### src/rtl/rob_mc.sv
// rob_mc: multi-commit reorder buffer with counter-tracked occupancy and registered flush/redirect pulses
module rob_mc #(
   parameter int DEPTH_LOG = 3,
   parameter int COMMIT_W  = 2
) (
   input  logic                          clk_in,
   input  logic                          rst_in,
   input  logic                          rdy_in,
   input  logic                          iss_valid,
   output logic                          iss_ready,
   output logic [DEPTH_LOG-1:0]          iss_id,
   input  logic [1:0]                    iss_type,
   input  logic [4:0]                    iss_rd,
   input  logic                          iss_done,
   input  logic [31:0]                   iss_result,
   input  logic                          iss_pred_jmp,
   input  logic [31:0]                   iss_alt_pc,
   input  logic                          wb0_valid,
   input  logic [DEPTH_LOG-1:0]          wb0_id,
   input  logic [31:0]                   wb0_val,
   input  logic                          wb0_redir_valid,
   input  logic [31:0]                   wb0_redir_pc,
   input  logic                          wb1_valid,
   input  logic [DEPTH_LOG-1:0]          wb1_id,
   input  logic [31:0]                   wb1_val,
   output logic [DEPTH_LOG-1:0]          head_id,
   output logic [DEPTH_LOG:0]            count,
   output logic [COMMIT_W-1:0]           cm_en,
   output logic [5*COMMIT_W-1:0]         cm_rd,
   output logic [32*COMMIT_W-1:0]        cm_val,
   output logic [DEPTH_LOG*COMMIT_W-1:0] cm_id,
   output logic                          redirect,
   output logic [31:0]                   redirect_pc,
   output logic                          flush,
   output logic [31:0]                   flush_pc,
   input  logic [DEPTH_LOG-1:0]          q_id_1,
   input  logic [DEPTH_LOG-1:0]          q_id_2,
   output logic                          q_avail_1,
   output logic                          q_avail_2,
   output logic [31:0]                   q_val_1,
   output logic [31:0]                   q_val_2
);
   localparam int DEPTH = 1 << DEPTH_LOG;
   logic [DEPTH-1:0] busy, done, pred;
   logic [1:0] typ [DEPTH];
   logic [4:0] rd [DEPTH];
   logic [31:0] val [DEPTH];
   logic [31:0] alt [DEPTH];
   logic [DEPTH_LOG-1:0] head, tail, h1;
   logic c0, c1, fire, mis, jr;
   logic [1:0] ncm;
   assign h1 = head + DEPTH_LOG'(1);
   assign head_id = head;
   assign iss_id = tail;
   assign iss_ready = count != DEPTH[DEPTH_LOG:0];
   assign fire = iss_valid && iss_ready && !flush;
   // commits are suppressed in the flush cycle so younger wrong-path entries never retire
   assign c0 = !flush && busy[head] && done[head];
   assign c1 = COMMIT_W == 2 && c0 && busy[h1] && done[h1] && !typ[head][0] && !typ[h1][0];
   assign ncm = {1'b0, c0} + {1'b0, c1};
   assign mis = c0 && typ[head] == 2'd1 && val[head][0] != pred[head];
   assign jr = c0 && typ[head] == 2'd3;
   genvar g;
   for (g = 0; g < COMMIT_W; g++) begin : lane
      logic [DEPTH_LOG-1:0] idx;
      assign idx = g == 0 ? head : h1;
      assign cm_en[g] = (g == 0 ? c0 : c1) && typ[idx][1];
      assign cm_rd[5*g +: 5] = rd[idx];
      assign cm_val[32*g +: 32] = val[idx];
      assign cm_id[DEPTH_LOG*g +: DEPTH_LOG] = idx;
   end
   // bypass priority mirrors the write-back winner: stored value, then wb1, then wb0
   always_comb begin
      q_avail_1 = done[q_id_1] || (wb0_valid && wb0_id == q_id_1) || (wb1_valid && wb1_id == q_id_1);
      q_avail_2 = done[q_id_2] || (wb0_valid && wb0_id == q_id_2) || (wb1_valid && wb1_id == q_id_2);
      q_val_1 = done[q_id_1] ? val[q_id_1] : (wb1_valid && wb1_id == q_id_1) ? wb1_val :
                (wb0_valid && wb0_id == q_id_1) ? wb0_val : val[q_id_1];
      q_val_2 = done[q_id_2] ? val[q_id_2] : (wb1_valid && wb1_id == q_id_2) ? wb1_val :
                (wb0_valid && wb0_id == q_id_2) ? wb0_val : val[q_id_2];
   end
   // entry state, pointers and the flush/redirect pulses; wb1 is written after wb0 so it wins
   always_ff @(posedge clk_in) begin
      if (rst_in) begin
         head <= '0;
         tail <= '0;
         count <= '0;
         busy <= '0;
         done <= '0;
         flush <= 1'b0;
         redirect <= 1'b0;
         flush_pc <= '0;
         redirect_pc <= '0;
      end else if (rdy_in) begin
         if (flush) begin
            head <= '0;
            tail <= '0;
            count <= '0;
            busy <= '0;
            done <= '0;
            flush <= 1'b0;
            redirect <= 1'b0;
         end else begin
            if (fire) begin
               busy[tail] <= 1'b1;
               done[tail] <= iss_done;
               typ[tail] <= iss_type;
               rd[tail] <= iss_rd;
               val[tail] <= iss_result;
               pred[tail] <= iss_pred_jmp;
               alt[tail] <= iss_alt_pc;
            end
            if (wb0_valid && busy[wb0_id]) begin
               done[wb0_id] <= 1'b1;
               val[wb0_id] <= wb0_val;
               if (wb0_redir_valid) alt[wb0_id] <= wb0_redir_pc;
            end
            if (wb1_valid && busy[wb1_id]) begin
               done[wb1_id] <= 1'b1;
               val[wb1_id] <= wb1_val;
            end
            if (c0) begin
               busy[head] <= 1'b0;
               done[head] <= 1'b0;
            end
            if (c1) begin
               busy[h1] <= 1'b0;
               done[h1] <= 1'b0;
            end
            flush <= mis;
            redirect <= jr;
            if (mis) flush_pc <= alt[head];
            if (jr) redirect_pc <= alt[head];
            head <= head + DEPTH_LOG'(ncm);
            tail <= tail + DEPTH_LOG'(fire);
            count <= count + (DEPTH_LOG+1)'(fire) - (DEPTH_LOG+1)'(ncm);
         end
      end
   end
endmodule

### config.mk
export PLATFORM = sky130hd
export DESIGN_NAME = rob_mc
export DESIGN_NICKNAME = d
export VERILOG_FILES = /design/src/rtl/rob_mc.sv
export SDC_FILE = /design/constraint.sdc
export NUM_CORES = 2
export LEC_CHECK = 0
export BUFFER_PORTS_ARGS = -buffer_cell sky130_fd_sc_hd__buf_2
export CAP_MARGIN = 20
export CORE_MARGIN = 2
export CORE_UTILIZATION = 50
export DETAILED_ROUTE_END_ITERATION = 8
export PLACE_DENSITY = 0.69
export SLEW_MARGIN = 20
export SYNTH_ARGS = -nofsm -noshare
export SYNTH_HDL_FRONTEND = slang
export SYNTH_SLANG_ARGS = --single-unit
### constraint.sdc
create_clock -name clk_in -period 9.7 [get_ports clk_in]
set_input_delay 2.425 -clock clk_in [delete_from_list [all_inputs] [get_ports clk_in]]
set_output_delay 2.425 -clock clk_in [all_outputs]
set_load 0.005 [all_outputs]
==> flow_metrics.env <==
export IMPL_nets=3740
export IMPL_dpl_hpwl_mm=87.6
export IMPL_cp_start_kind="input port"
export IMPL_gp_congestion=0.901
export IMPL_grtUsageTotal_pct=34.0
export IMPL_clk_pin_slew_ns=0.06
export IMPL_htreeDepth=3
export IMPL_p_leak_nw=18.2
export IMPL_clk_path_buf_depth=3
export IMPL_slowest_stage="buf_4"
export IMPL_critPathRequiredTime_ns=7.28
export IMPL_overflow=0
export IMPL_dr_pass1_iters=9
export IMPL_yosysMostFrequentCell="edfxtp_1"
export IMPL_final_antenna_net_count=0
export IMPL_chipWidth_um=294
export IMPL_async_flop_share_pct=0
export IMPL_synthFlopType="edfxtp_1"
export IMPL_arrival_ns=5.16
export IMPL_r2r_end="count[2]"
export IMPL_synth_commonest_cells="edfxtp_1, mux2i_1, mux2_2"
export IMPL_grt_pass1_wl_mm=215
export IMPL_synth_edf_count=576
export IMPL_synth_seq_area_share_pct=45.8
export IMPL_synthesis_area_mm2=0.0420
export IMPL_run_status="completed"
export IMPL_first_global_vias=31600
export IMPL_crit_chain="buf_4 > buf_4 > buf_4 > mux4_2 > mux2i_1 > a22oi_1 > buf_2"
export IMPL_path_max_fanout=28
export IMPL_finalMaxSlewViolations=0
export IMPL_cts_root_buf="clkbuf_16"
export IMPL_yosysUniqueCellTypes=66
export IMPL_die_area_mm2=0.0862
export IMPL_timing_hold_ws_ns=0.544
export IMPL_rsz0062_at_grt="false"
export IMPL_route_detailed_drc=0
export IMPL_finalSetupViolations=0
export IMPL_worst_slew_pin_slew_ns=1.16
export IMPL_powerDensity_mw_per_mm2=145
export IMPL_clock_sinks=671
export IMPL_tritoncts="done"
export IMPL_synth_seq_cells=671
export IMPL_synth_top_area_share_pct=41.2
export IMPL_critPathBufInv=4
export IMPL_synth_top_area_cell="edfxtp_1"
export IMPL_finClkSkew_ns=0.0340
export IMPL_pin_count=413
export IMPL_grt_start_max_net_pins=65
export IMPL_syn_inst=3344
export IMPL_critPathKind="in -> out"
export IMPL_whs_endpoint="count[2]"
export IMPL_vias=32100
export IMPL_maxCapViolCount=0
export IMPL_fmax_mhz=132
export IMPL_min_from="count[2]"
export IMPL_ys_top_cells_by_area="edfxtp_1, mux4_2, mux2_2"
export IMPL_wire_per_inst_um=31.8
export IMPL_cts_made_buffers=77
export IMPL_area_growth_synth_to_final_pct=13.0
export IMPL_insertion_delay_ns=0.65
export IMPL_totalWireLength_mm=150
export IMPL_syn_num_nets=3545
export IMPL_slowest_delay_ns=0.62
export IMPL_placement_io_buffers=412
export IMPL_min_path_type="reg -> reg"
export IMPL_drive_gt1_share_pct=36.2
export IMPL_dieHeight_um=294
export IMPL_reg2reg_slack_ns=4.60
export IMPL_cts_setup_buffers=0
export IMPL_finalCritPeriodShare_pct=78.2
export IMPL_timing_critical_path_to_type="output pin"
export IMPL_hold_depth=2
export IMPL_layout_min_cycle_time_ns=7.58
export IMPL_cpMostUsedCell="buf_4"
export IMPL_tns_ns=0
export IMPL_synth_avg_cell_area_um2=12.5
export IMPL_cts_resized_gates=0
export IMPL_relSlewSlack_pct=22.5
export IMPL_avgViaCountPerCell=6.82
export IMPL_drt_iter0_drc=4211
export IMPL_worstRegToRegCells=13
export IMPL_cp_top_family="buffers and inverters"
export IMPL_cts_hold_buf=0
export IMPL_start_util_pct=50.3
export IMPL_core_mm2=0.0834
export IMPL_vdd_drop_max_mv=0.138
export IMPL_finalHoldViolCount=0
export IMPL_ys_warn_count=0
export IMPL_row_count=106
export IMPL_antenna_found_initial=43
how the worst max path moves through the flow:
stage              start           to  slack [ns]  depth (start not counted)
2_1_floorplan  q_id_1[0]  q_val_1[22]        3.07                          6
3_3_place_gp   q_id_2[0]  q_val_2[15]        2.15                          7
3_5_place_dp   q_id_2[0]  q_val_2[15]        2.13                          7
4_1_cts        q_id_2[0]  q_val_2[15]        2.13                          7
5_1_grt        q_id_2[0]  q_val_2[15]        1.93                          7
6_report       q_id_2[0]  q_val_2[15]        2.12                          7
cell type report:
| type | count | area (µm²) |
|---|---|---|
| Clock inverter | 37 | 464 |
| Inverter | 40 | 150 |
| Tap cell | 1080 | 1350 |
| Timing Repair Buffer | 493 | 2730 |
| Clock buffer | 105 | 2160 |
| Fill cell | 6847 | 36000 |
| Multi-Input combinational cell | 2256 | 21300 |
| Sequential cell | 671 | 19200 |
| Antenna cell | 18 | 45.0 |
through the flow:
stage	instance area, µm²	total power [W]	setup WS, ns	cells	utilization [%]
finish	47400	0.00685	2.12	4700	56.8
global route	47400	0.00702	1.93	4693	56.8
CTS	47300	0.00685	2.13	4681	56.7
detailed placement	44700	0.00387	2.13	4539	53.6
global placement	44600	0.00386	2.15	4537	53.5
floorplan	42000	0.00363	3.07	3344	-
where the power goes:
part	leakage, nW	switching [W]	total (W)	internal (W)
logic	10.9	0.000382	0.000660	0.000278
registers	5.96	0.0000176	0.00317	0.00316
clock network	1.28	0.00127	0.00302	0.00175
layout by cell type (no fill, tap or decap), drive strengths merged, types with 9 or more instances in the layout:
cell | netlist | routed
edfxtp | 576 | 576
o22ai | 68 | 68
o21ai | 216 | 216
mux2 | 369 | 369
inv | 40 | 42
xnor2 | 10 | 10
clkinv | 0 | 27
ha | 11 | 11
nor2b | 73 | 73
dfxtp | 95 | 95
mux2i | 372 | 372
a221oi | 27 | 27
a22o | 38 | 38
buf | 176 | 493
nor4 | 9 | 9
nand3 | 42 | 42
a21oi | 84 | 84
clkbuf | 201 | 105
nand2 | 264 | 264
a22oi | 147 | 147
nand4 | 12 | 12
mux4 | 275 | 275
diode | 0 | 18
nor3 | 19 | 19
nor2 | 125 | 125
nand3b | 9 | 9
cells by family after synthesis:
logic type      after synthesis  share of synthesized area [%]
xor+xnor                     16                          0.352
simple gates                591                           6.52
buf+inv                     417                           4.03
flops                       671                           45.8
mux                        1016                           33.5
compound gates              620                           9.37
fa+ha+maj                    13                          0.424
sequential cells by signal (all words and copies together) (netlist names), 3 cells and up, named ones only:
name,flops
count,4
head_id,3
pred,8
typ,16
alt,256
val,256
done,8
iss_id,3
rd,40
redirect_pc,32
busy,8
flush_pc,32
per-layer routing:
layer,global-route usage [%],wire length [µm],vias to the layer above
li1,-,-,13500
met1,42.5,52900,15800
met2,54.2,70300,2247
met3,9.78,18900,528
met4,16.9,7330,50
met5,0,310,-
worst min-delay path, stage by stage, from the launching register on:
cell     delay (ns)
dfxtp_1        0.35
a22oi_1        0.09
nor2_1         0.08
Note: power is estimated with default switching activity, not from simulation.
